File: config.mk
export PLATFORM = sky130hd
export DESIGN_NAME = systolic_ctrl
export DESIGN_NICKNAME = d
export VERILOG_FILES = /design/src/rtl/systolic_ctrl.sv
export SDC_FILE = /design/constraint.sdc
export NUM_CORES = 1
export LEC_CHECK = 0
export BUFFER_PORTS_ARGS = -buffer_cell sky130_fd_sc_hd__buf_2
export CAP_MARGIN = 10
export CORE_MARGIN = 2
export CORE_UTILIZATION = 40
export DETAILED_ROUTE_END_ITERATION = 7
export GPL_ROUTABILITY_DRIVEN = 0
export GPL_TIMING_DRIVEN = 0
export HOLD_SLACK_MARGIN = 0.03
export PLACE_DENSITY = 0.65
export SKIP_LAST_GASP = 1
export SLEW_MARGIN = 10
export SYNTH_ARGS = -nofsm -noshare
export SYNTH_HDL_FRONTEND = slang
export SYNTH_SLANG_ARGS = --single-unit
File: constraint.sdc
create_clock -name clk -period 2.7 [get_ports clk]
set_input_delay 0.27 -clock clk [delete_from_list [all_inputs] [get_ports clk]]
set_output_delay 0.27 -clock clk [all_outputs]
set_load 0.005 [all_outputs]
File: src/rtl/systolic_ctrl.sv
// Sequencer for a 2x2 systolic array: loads weights, switches, streams skewed
// activations, counts results and signals done or timeout.
//
// Ports:
//   clk, rst                       clock, async active-low reset
//   cmd_valid/ready, cmd_rows/cols job command (rows = N vectors, cols 1..2)
//   w_valid/ready, w_data          weight beats {col2, col1}
//   x_valid/ready, x_data          activation beats {row2, row1}
//   sys_*, ub_*                    registered array drive outputs
//   sys_valid_out_x1/x2            array result strobes
//   busy, done, err_timeout        job status
module systolic_ctrl #(
    parameter int DATA_W = 16,
    parameter int ROW_W  = 8
) (
    input  logic                clk,
    input  logic                rst,
    input  logic                cmd_valid,
    output logic                cmd_ready,
    input  logic [ROW_W-1:0]    cmd_rows,
    input  logic [1:0]          cmd_cols,
    input  logic                w_valid,
    output logic                w_ready,
    input  logic [2*DATA_W-1:0] w_data,
    input  logic                x_valid,
    output logic                x_ready,
    input  logic [2*DATA_W-1:0] x_data,
    output logic [DATA_W-1:0]   sys_data_in_1x,
    output logic [DATA_W-1:0]   sys_data_in_2x,
    output logic                sys_start,
    output logic [DATA_W-1:0]   sys_weight_in_x1,
    output logic [DATA_W-1:0]   sys_weight_in_x2,
    output logic                sys_accept_w_1,
    output logic                sys_accept_w_2,
    output logic                sys_switch_in,
    output logic [15:0]         ub_rd_col_size_in,
    output logic                ub_rd_col_size_valid_in,
    input  logic                sys_valid_out_x1,
    input  logic                sys_valid_out_x2,
    output logic                busy,
    output logic                done,
    output logic                err_timeout
);

    typedef enum logic [2:0] {
        IDLE, CFG, LOAD_W, SWITCH, STREAM, DRAIN, DONE
    } state_t;

    state_t state, next;

    logic             alive;
    logic [ROW_W-1:0] rows, issued, cnt1, cnt2;
    logic             cols2;
    logic             wbeat;
    logic [3:0]       idle;
    logic [DATA_W-1:0] hi_q;

    logic cmd_fire, w_fire, x_fire, last_x;
    logic any_valid, all_in, timeout;

    // alive keeps cmd_ready low until the first edge after reset release
    assign cmd_ready = alive && (state == IDLE);
    assign cmd_fire  = cmd_valid && cmd_ready;
    assign w_ready   = (state == LOAD_W);
    assign w_fire    = w_valid && w_ready;
    assign x_ready   = (state == STREAM) && (issued < rows);
    assign x_fire    = x_valid && x_ready;
    assign last_x    = x_fire && (issued + ROW_W'(1) == rows);
    assign any_valid = sys_valid_out_x1 || sys_valid_out_x2;
    assign all_in    = (cnt1 == rows) && (!cols2 || cnt2 == rows);
    assign timeout   = !any_valid && (idle == 4'd15);
    assign busy      = (state != IDLE);
    assign done      = (state == DONE);

    always_comb begin
        next = state;
        unique case (state)
            IDLE:   if (cmd_fire) next = (cmd_rows == '0) ? DONE : CFG;
            CFG:    next = LOAD_W;
            LOAD_W: if (w_fire && wbeat) next = SWITCH;
            SWITCH: next = STREAM;
            STREAM: if (last_x) next = DRAIN;
            DRAIN:  if (all_in || timeout) next = DONE;
            DONE:   next = IDLE;
            default: next = IDLE;
        endcase
    end

    always_ff @(posedge clk or negedge rst) begin
        if (!rst) begin
            state                   <= IDLE;
            alive                   <= 1'b0;
            rows                    <= '0;
            issued                  <= '0;
            cnt1                    <= '0;
            cnt2                    <= '0;
            cols2                   <= 1'b0;
            wbeat                   <= 1'b0;
            idle                    <= '0;
            hi_q                    <= '0;
            err_timeout             <= 1'b0;
            sys_data_in_1x          <= '0;
            sys_data_in_2x          <= '0;
            sys_start               <= 1'b0;
            sys_weight_in_x1        <= '0;
            sys_weight_in_x2        <= '0;
            sys_accept_w_1          <= 1'b0;
            sys_accept_w_2          <= 1'b0;
            sys_switch_in           <= 1'b0;
            ub_rd_col_size_in       <= '0;
            ub_rd_col_size_valid_in <= 1'b0;
        end else begin
            state <= next;
            alive <= 1'b1;

            if (cmd_fire) begin
                rows        <= cmd_rows;
                cols2       <= (cmd_cols == 2'd2);
                err_timeout <= 1'b0;
                issued      <= '0;
                cnt1        <= '0;
                cnt2        <= '0;
                wbeat       <= 1'b0;
            end

            if (w_fire) wbeat <= 1'b1;
            if (x_fire) issued <= issued + ROW_W'(1);

            // result counters saturate at the job's row count
            if (state == STREAM || state == DRAIN) begin
                if (sys_valid_out_x1 && cnt1 != rows)
                    cnt1 <= cnt1 + ROW_W'(1);
                if (cols2 && sys_valid_out_x2 && cnt2 != rows)
                    cnt2 <= cnt2 + ROW_W'(1);
            end

            idle <= (state == DRAIN && !any_valid) ? idle + 4'd1 : 4'd0;
            if (state == DRAIN && timeout && !all_in) err_timeout <= 1'b1;

            ub_rd_col_size_valid_in <= (state == CFG);
            ub_rd_col_size_in <= (state == CFG) ? (cols2 ? 16'd2 : 16'd1) : 16'd0;

            sys_accept_w_1   <= w_fire;
            sys_accept_w_2   <= w_fire;
            sys_weight_in_x1 <= w_fire ? w_data[DATA_W-1:0] : '0;
            sys_weight_in_x2 <= w_fire ? w_data[2*DATA_W-1:DATA_W] : '0;

            sys_switch_in <= (state == SWITCH);

            // row 2 travels one extra register to form the diagonal skew
            sys_start      <= x_fire;
            sys_data_in_1x <= x_fire ? x_data[DATA_W-1:0] : '0;
            hi_q           <= x_fire ? x_data[2*DATA_W-1:DATA_W] : '0;
            sys_data_in_2x <= hi_q;
        end
    end

endmodule

* Yosys cells after proc, flatten, opt, wreduce, memory -nomap -nowiden
Index checks and enable logic that the tools add are counted.
Widths: inputs -> output; s select.
** Cells by class
- $add $sub $neg :: 4
- Magnitude comparators :: 1
- Equal/unequal tests :: 17
- Muxes and demuxes :: 24
- Reductions and logical operators :: 29
** Operator list (count)
- $mux 16 :: 4
- $mux 8 :: 8
- $add 8x1->8 const B :: 3
- $eq 8x8->1 :: 3
- $pmux 3 s6 :: 1
- $ne 8x8->1 :: 2
- $logic_and 1x1->1 :: 15
- $mux 3 :: 5
- $eq 3x3->1 const B :: 3
- $logic_not 8->1 :: 1
- $lt 8x8->1 :: 1
- $eq 3x2->1 const B :: 2
- $ne 2x2->1 const B :: 3
- $reduce_bool 2->1 :: 3
- $add 4x1->4 const B :: 1
- $eq 4x4->1 const B :: 1
- $logic_or 1x1->1 :: 4
- $mux 2 :: 2
- $mux 4 :: 1
- $reduce_and 4->1 :: 1
- $eq 3x1->1 const B :: 1
- $logic_not 1->1 :: 3
- $logic_not 3->1 :: 1
- $mux 1 :: 3
- other kinds (3) :: 3
** Word-level totals
- Flip-flop bits (word level) :: 129
- Input bits :: 81
- Output and inout port bits :: 91
- Logic and storage cells :: 95

* Longest topological paths before layout
- Depth in word-level cells :: 6
- Mapped depth :: 8
- Depth with buffers taken out :: 7

* Least setup slack after synthesis
Ideal clock, no wire load.
- Path type :: register to register
- From :: reg rows[7]
- To :: reg issued[2]
- Library setup time :: 126 ps
- Arrival time :: 1861 ps
- Setup slack :: 713 ps
- Stages on the path, launching flop included :: 8
- Path buffers :: 0
- Clock period less this slack :: 1987 ps
- Path through :: dfrtp_1 -> inv_1 -> ha_1 -> a211oi_1 -> o211ai_2 -> nor2_4 -> a21oi_1 -> a221o_1
** On the way
- Longest elaborated chain between the ends :: 4
** Ends and longest elaborated chain
- start, declared :: line 52 : logic [ROW_W-1:0] rows, issued, cnt1, cnt2;
- start signal, assigned :: line 117 : rows <= cmd_rows;
- $lt 8x8->1 * :: line 66 : assign x_ready = (state == STREAM) && (issued < rows);
- $logic_and 1x1->1 * :: line 66
- $logic_and 1x1->1 * :: line 67 : assign x_fire = x_valid && x_ready;
- $mux 8 / $reduce_bool 2->1 (equally long branches)
- end signal, assigned :: line 127 : if (x_fire) issued <= issued + ROW_W'(1);
- end, declared :: line 52
Every way passes the cells marked *; elsewhere a longest branch is shown, timed or not.
A chain may end at the register's enable or synchronous reset.

* Worst setup path in the final report
- From :: reg state[0]
- To :: out w_ready
** On the way
- Longest elaborated chain between the ends :: 1
** Ends and longest elaborated chain
- start, declared :: line 49 : state_t state, next;
- start signal, assigned :: line 113 : state <= next;
- $eq 3x2->1 :: line 64 : assign w_ready = (state == LOAD_W);
- end, declared :: line 23 : output logic w_ready,
No other way between the ends.

==> results.tsv <==
stage	metric	value	unit
run_status	run_status	completed	
sta	hold_violations	0	
synthesis	synth_cell_types	52	
grt	groute.layer.met1.usage	22.5	%
cts	cts_inserted_buffers	17	
grt	grt.busiest_layer	met2	
worst_setup_path	worstPathArrival	2160	ps
placed_design	hpwl	9.30	mm
synthesis	flip_flop_and_latch_count_after_synthesis	129	
worst_hold_path	worstHoldStart	cmd_rows[0]	
worst_setup_path	critical_path.top_delay_family	buffers and inverters	
synthesis	synth.yosys.seq_area_share	59.3	%
sta	worst_clock_skew	13.9	ps
grt	groute.layer.met3.usage	4.39	%
worst_setup_path	critical_path.reg2reg.startpoint	rows[7]	
cells_and_area	area.growth.synth_to_final	30.8	%
worst_setup_path	path_class	reg2out	
sta	setup-tns-final	0	ps
placed_design	io_buf_count	157	
worst_setup_path	max_stage_delay	670	ps
cells_and_area	n_antenna_cell	0	
cts	tritoncts	yes	
synthesis	synth_edf_count	0	
worst_setup_path	required_worst_endpoint	2430	ps
route	dr.pass1.iters	4	
grt	global_route.usage.met2	29.4	%
power	power_leakage	4.01	nW
power	vdd.ir_drop.worst	535	uV
route	antenna_violating_nets_post_route	0	
route	postRouteWirelength	12.5	mm
sta	period_needed	2430	ps
synthesis	asyncSetResetFlopFracSynth	100	%
grt	gr_usage_total	17.8	%
cts	clk_latency	410	ps
floorplan	die_area	14600	um2
floorplan	ios	172	
worst_setup_path	cp-start-kind	flip-flop	
cts	cts.clk_slew.worst_paths	60	ps
floorplan	std_cell_rows	42	
cells_and_area	most_frequent_standard_cell_in_the_layout_excluding_fill_and_tap_cells	sky130_fd_sc_hd__buf_2	
route	num_vias	4152	
worst_setup_path	worstPathCellList	clkbuf_2 > nor3b_1 > clkbuf_1 > buf_2	
sta	finalMaxSlewViolations	0	
synthesis	yosys_most_used_dff	sky130_fd_sc_hd__dfrtp_1	
sta	grt_setup_unrepaired	no	
synthesis	post_synth_inst_count	472	
sta	share_of_the_clock_period_used_by_the_worst_path_after_layout	90.1	%
floorplan	initial_core_util	41.1	%
worst_setup_path	slowest_stage	sky130_fd_sc_hd__nor3b_1	
floorplan	floorplan.core_area	13200	um2
grt	wire_length_of_the_first_global_routing_pass	20.3	mm
cells_and_area	utilization	53.8	%
cells_and_area	nFillCells	1188	
cells_and_area	layout_common_cells	sky130_fd_sc_hd__buf_2 (160), sky130_fd_sc_hd__dfrtp_1 (129), sky130_fd_sc_hd__and3_1 (68), sky130_fd_sc_hd__nand2_1 (47), sky130_fd_sc_hd__nor2_1 (19)	
cells_and_area	final_layout_size_suffix_gt1_share	33.9	%
cts	clockRootBuffer	sky130_fd_sc_hd__clkbuf_16	
route	vias_per_cell	4.87	
route	detailedRoute.firstIterationViolations	234	
route	routed_wire_length_per_instance	14.6	um
worst_setup_path	crit_buf_inv	3	
synthesis	yosys_warnings	0	
worst_setup_path	highest_fanout_seen_on_the_critical_path	10	
synthesis	syn-cell-area	5450	um2
sta	max_clock_freq	0.411	GHz
floorplan	die-height	121	um
grt	first_global_vias	4120	
floorplan	dieWidth	121	um
synthesis	syn_area_per_cell	11.5	um2
grt	grt_overflow	0	
cts	clock_sinks	129	
sta	tightestPinTransition	774	ps
cts	cts_post_setup_buffers_inserted	0	
grt	maximum_number_of_pins_on_one_net_before_global_route_repair	89	
job	max_cap_violations	0	
cts	clock_tree.htree_level_count	4	
worst_hold_path	worst_hold_path_type	in2reg	
cells_and_area	finalNetCount	756	
worst_setup_path	start_point_of_the_critical_path	state[0]	
sta	timing.max_slew.rel_slack	48.3	%
grt	antenna_violations_before_repair	0	
power	power-per-cell-area	917	nW/um2
cts	clk_path_buf_depth	2	
route	drc_errors	0	
worst_setup_path	cp-end-kind	primary output	
sta	report.final.setup_viol	0	
## through the flow
step	cells	hold slack (ps)	instance area [um2]	setup slack (ps)	total power [mW]
2_1_floorplan	485	-25.6	5490	713	3.72
3_3_place_gp	818	332	6500	-185	4.31
3_5_place_dp	819	200	6530	371	4.38
4_1_cts	852	63.8	7120	196	6.61
5_1_grt	852	72.9	7120	31.2	6.94
6_report	852	71.4	7120	267	6.53
## registers in the layout, summed over array words and instances, names as in the netlist, 2 cells and up
signal,flops
cnt1,8
cnt2,8
hi_q,16
idle,4
issued,8
rows,8
state,3
sys_data_in_1x,16
sys_data_in_2x,16
sys_weight_in_x1,16
sys_weight_in_x2,16
ub_rd_col_size_in,2
## worst reg2reg max path, cell delays in order, from the launching register on
cell	delay (ps)
sky130_fd_sc_hd__dfrtp_1	460
sky130_fd_sc_hd__inv_1	100
sky130_fd_sc_hd__ha_1	330
sky130_fd_sc_hd__a211oi_1	290
sky130_fd_sc_hd__o211ai_2	190
sky130_fd_sc_hd__nor2_4	200
sky130_fd_sc_hd__a21oi_1	220
sky130_fd_sc_hd__a221o_1	420
## layout make-up
| type | instances | area (um2) | area share [%] |
|---|---|---|---|
| clock inverters | 12 | 121 | 1.70 |
| repair buffers | 159 | 830 | 11.6 |
| multi-input cells | 307 | 2020 | 28.4 |
| plain buffers | 35 | 194 | 2.72 |
| inverters | 14 | 52.6 | 0.738 |
| clock buffers | 20 | 457 | 6.41 |
| flip-flops and latches | 129 | 3230 | 45.3 |
| well taps | 176 | 220 | 3.09 |
## what timing repair did
action,4_1_cts,5_1_grt
hold buffers,1,0
endpoints found under the hold margin,41,0
gates resized for setup,0,0
## synth_stat cells (all sizes together), types with 2 or more instances
| library cell | instances | area share [%] |
|---|---|---|
| a211oi | 3 | 0.41 |
| a21o | 2 | 0.28 |
| a21oi | 8 | 0.87 |
| a221o | 6 | 1.1 |
| and2 | 5 | 0.57 |
| and3 | 69 | 8.0 |
| and4 | 2 | 0.32 |
| buf | 19 | 2.4 |
| clkbuf | 16 | 1.1 |
| conb | 2 | 0.14 |
| dfrtp | 129 | 59 |
| ha | 12 | 2.8 |
| inv | 14 | 0.97 |
| mux2i | 12 | 2.2 |
| nand2 | 47 | 3.2 |
| nand2b | 2 | 0.23 |
| nand3 | 13 | 1.2 |
| nand4 | 10 | 1.3 |
| nor2 | 21 | 1.7 |
| nor2b | 2 | 0.23 |
| nor3 | 7 | 0.74 |
| nor4 | 2 | 0.46 |
| o211ai | 3 | 0.60 |
| o21ai | 12 | 1.1 |
| o31ai | 2 | 0.28 |
| or2 | 3 | 0.34 |
| or3 | 3 | 0.34 |
| or4 | 3 | 0.55 |
| xnor2 | 18 | 2.9 |
| xor2 | 14 | 2.3 |
## cells by family after synthesis
kind of cell / synth area share, %
AND/OR/NAND/NOR: 19.7
buffers and inverters: 4.53
XOR/XNOR: 5.15
other: 0.138
adder cells (fa/ha/maj): 2.76
AO/OA/AOI/OAI: 6.00
multiplexers: 2.41
flip-flops: 59.3
## power by group
| group | total (mW) | switching [mW] | internal, mW |
|---|---|---|---|
| logic | 1.72 | 0.964 | 0.755 |
| registers | 2.61 | 0.306 | 2.30 |
| clock network | 2.20 | 0.871 | 1.33 |
## per-layer routing
metal	vias to the layer above	part of all wire, %
li1	1988	-
met3	17	6.8
met2	161	48
met1	1986	43
met4	0	2.0
met5	-	0
## worst paths after layout
path	end	slack, ps	cells past startpoint
min reg2reg	sys_data_in_2x[15]	340	0
min in group asynchronous	sys_weight_in_x1[9]	320	2
max in group asynchronous	cnt2[3]	1630	3
max	w_ready	270	4
max reg2reg	issued[5]	360	7
min	rows[0]	70	3
Note: power is estimated with default switching activity, not from simulation.
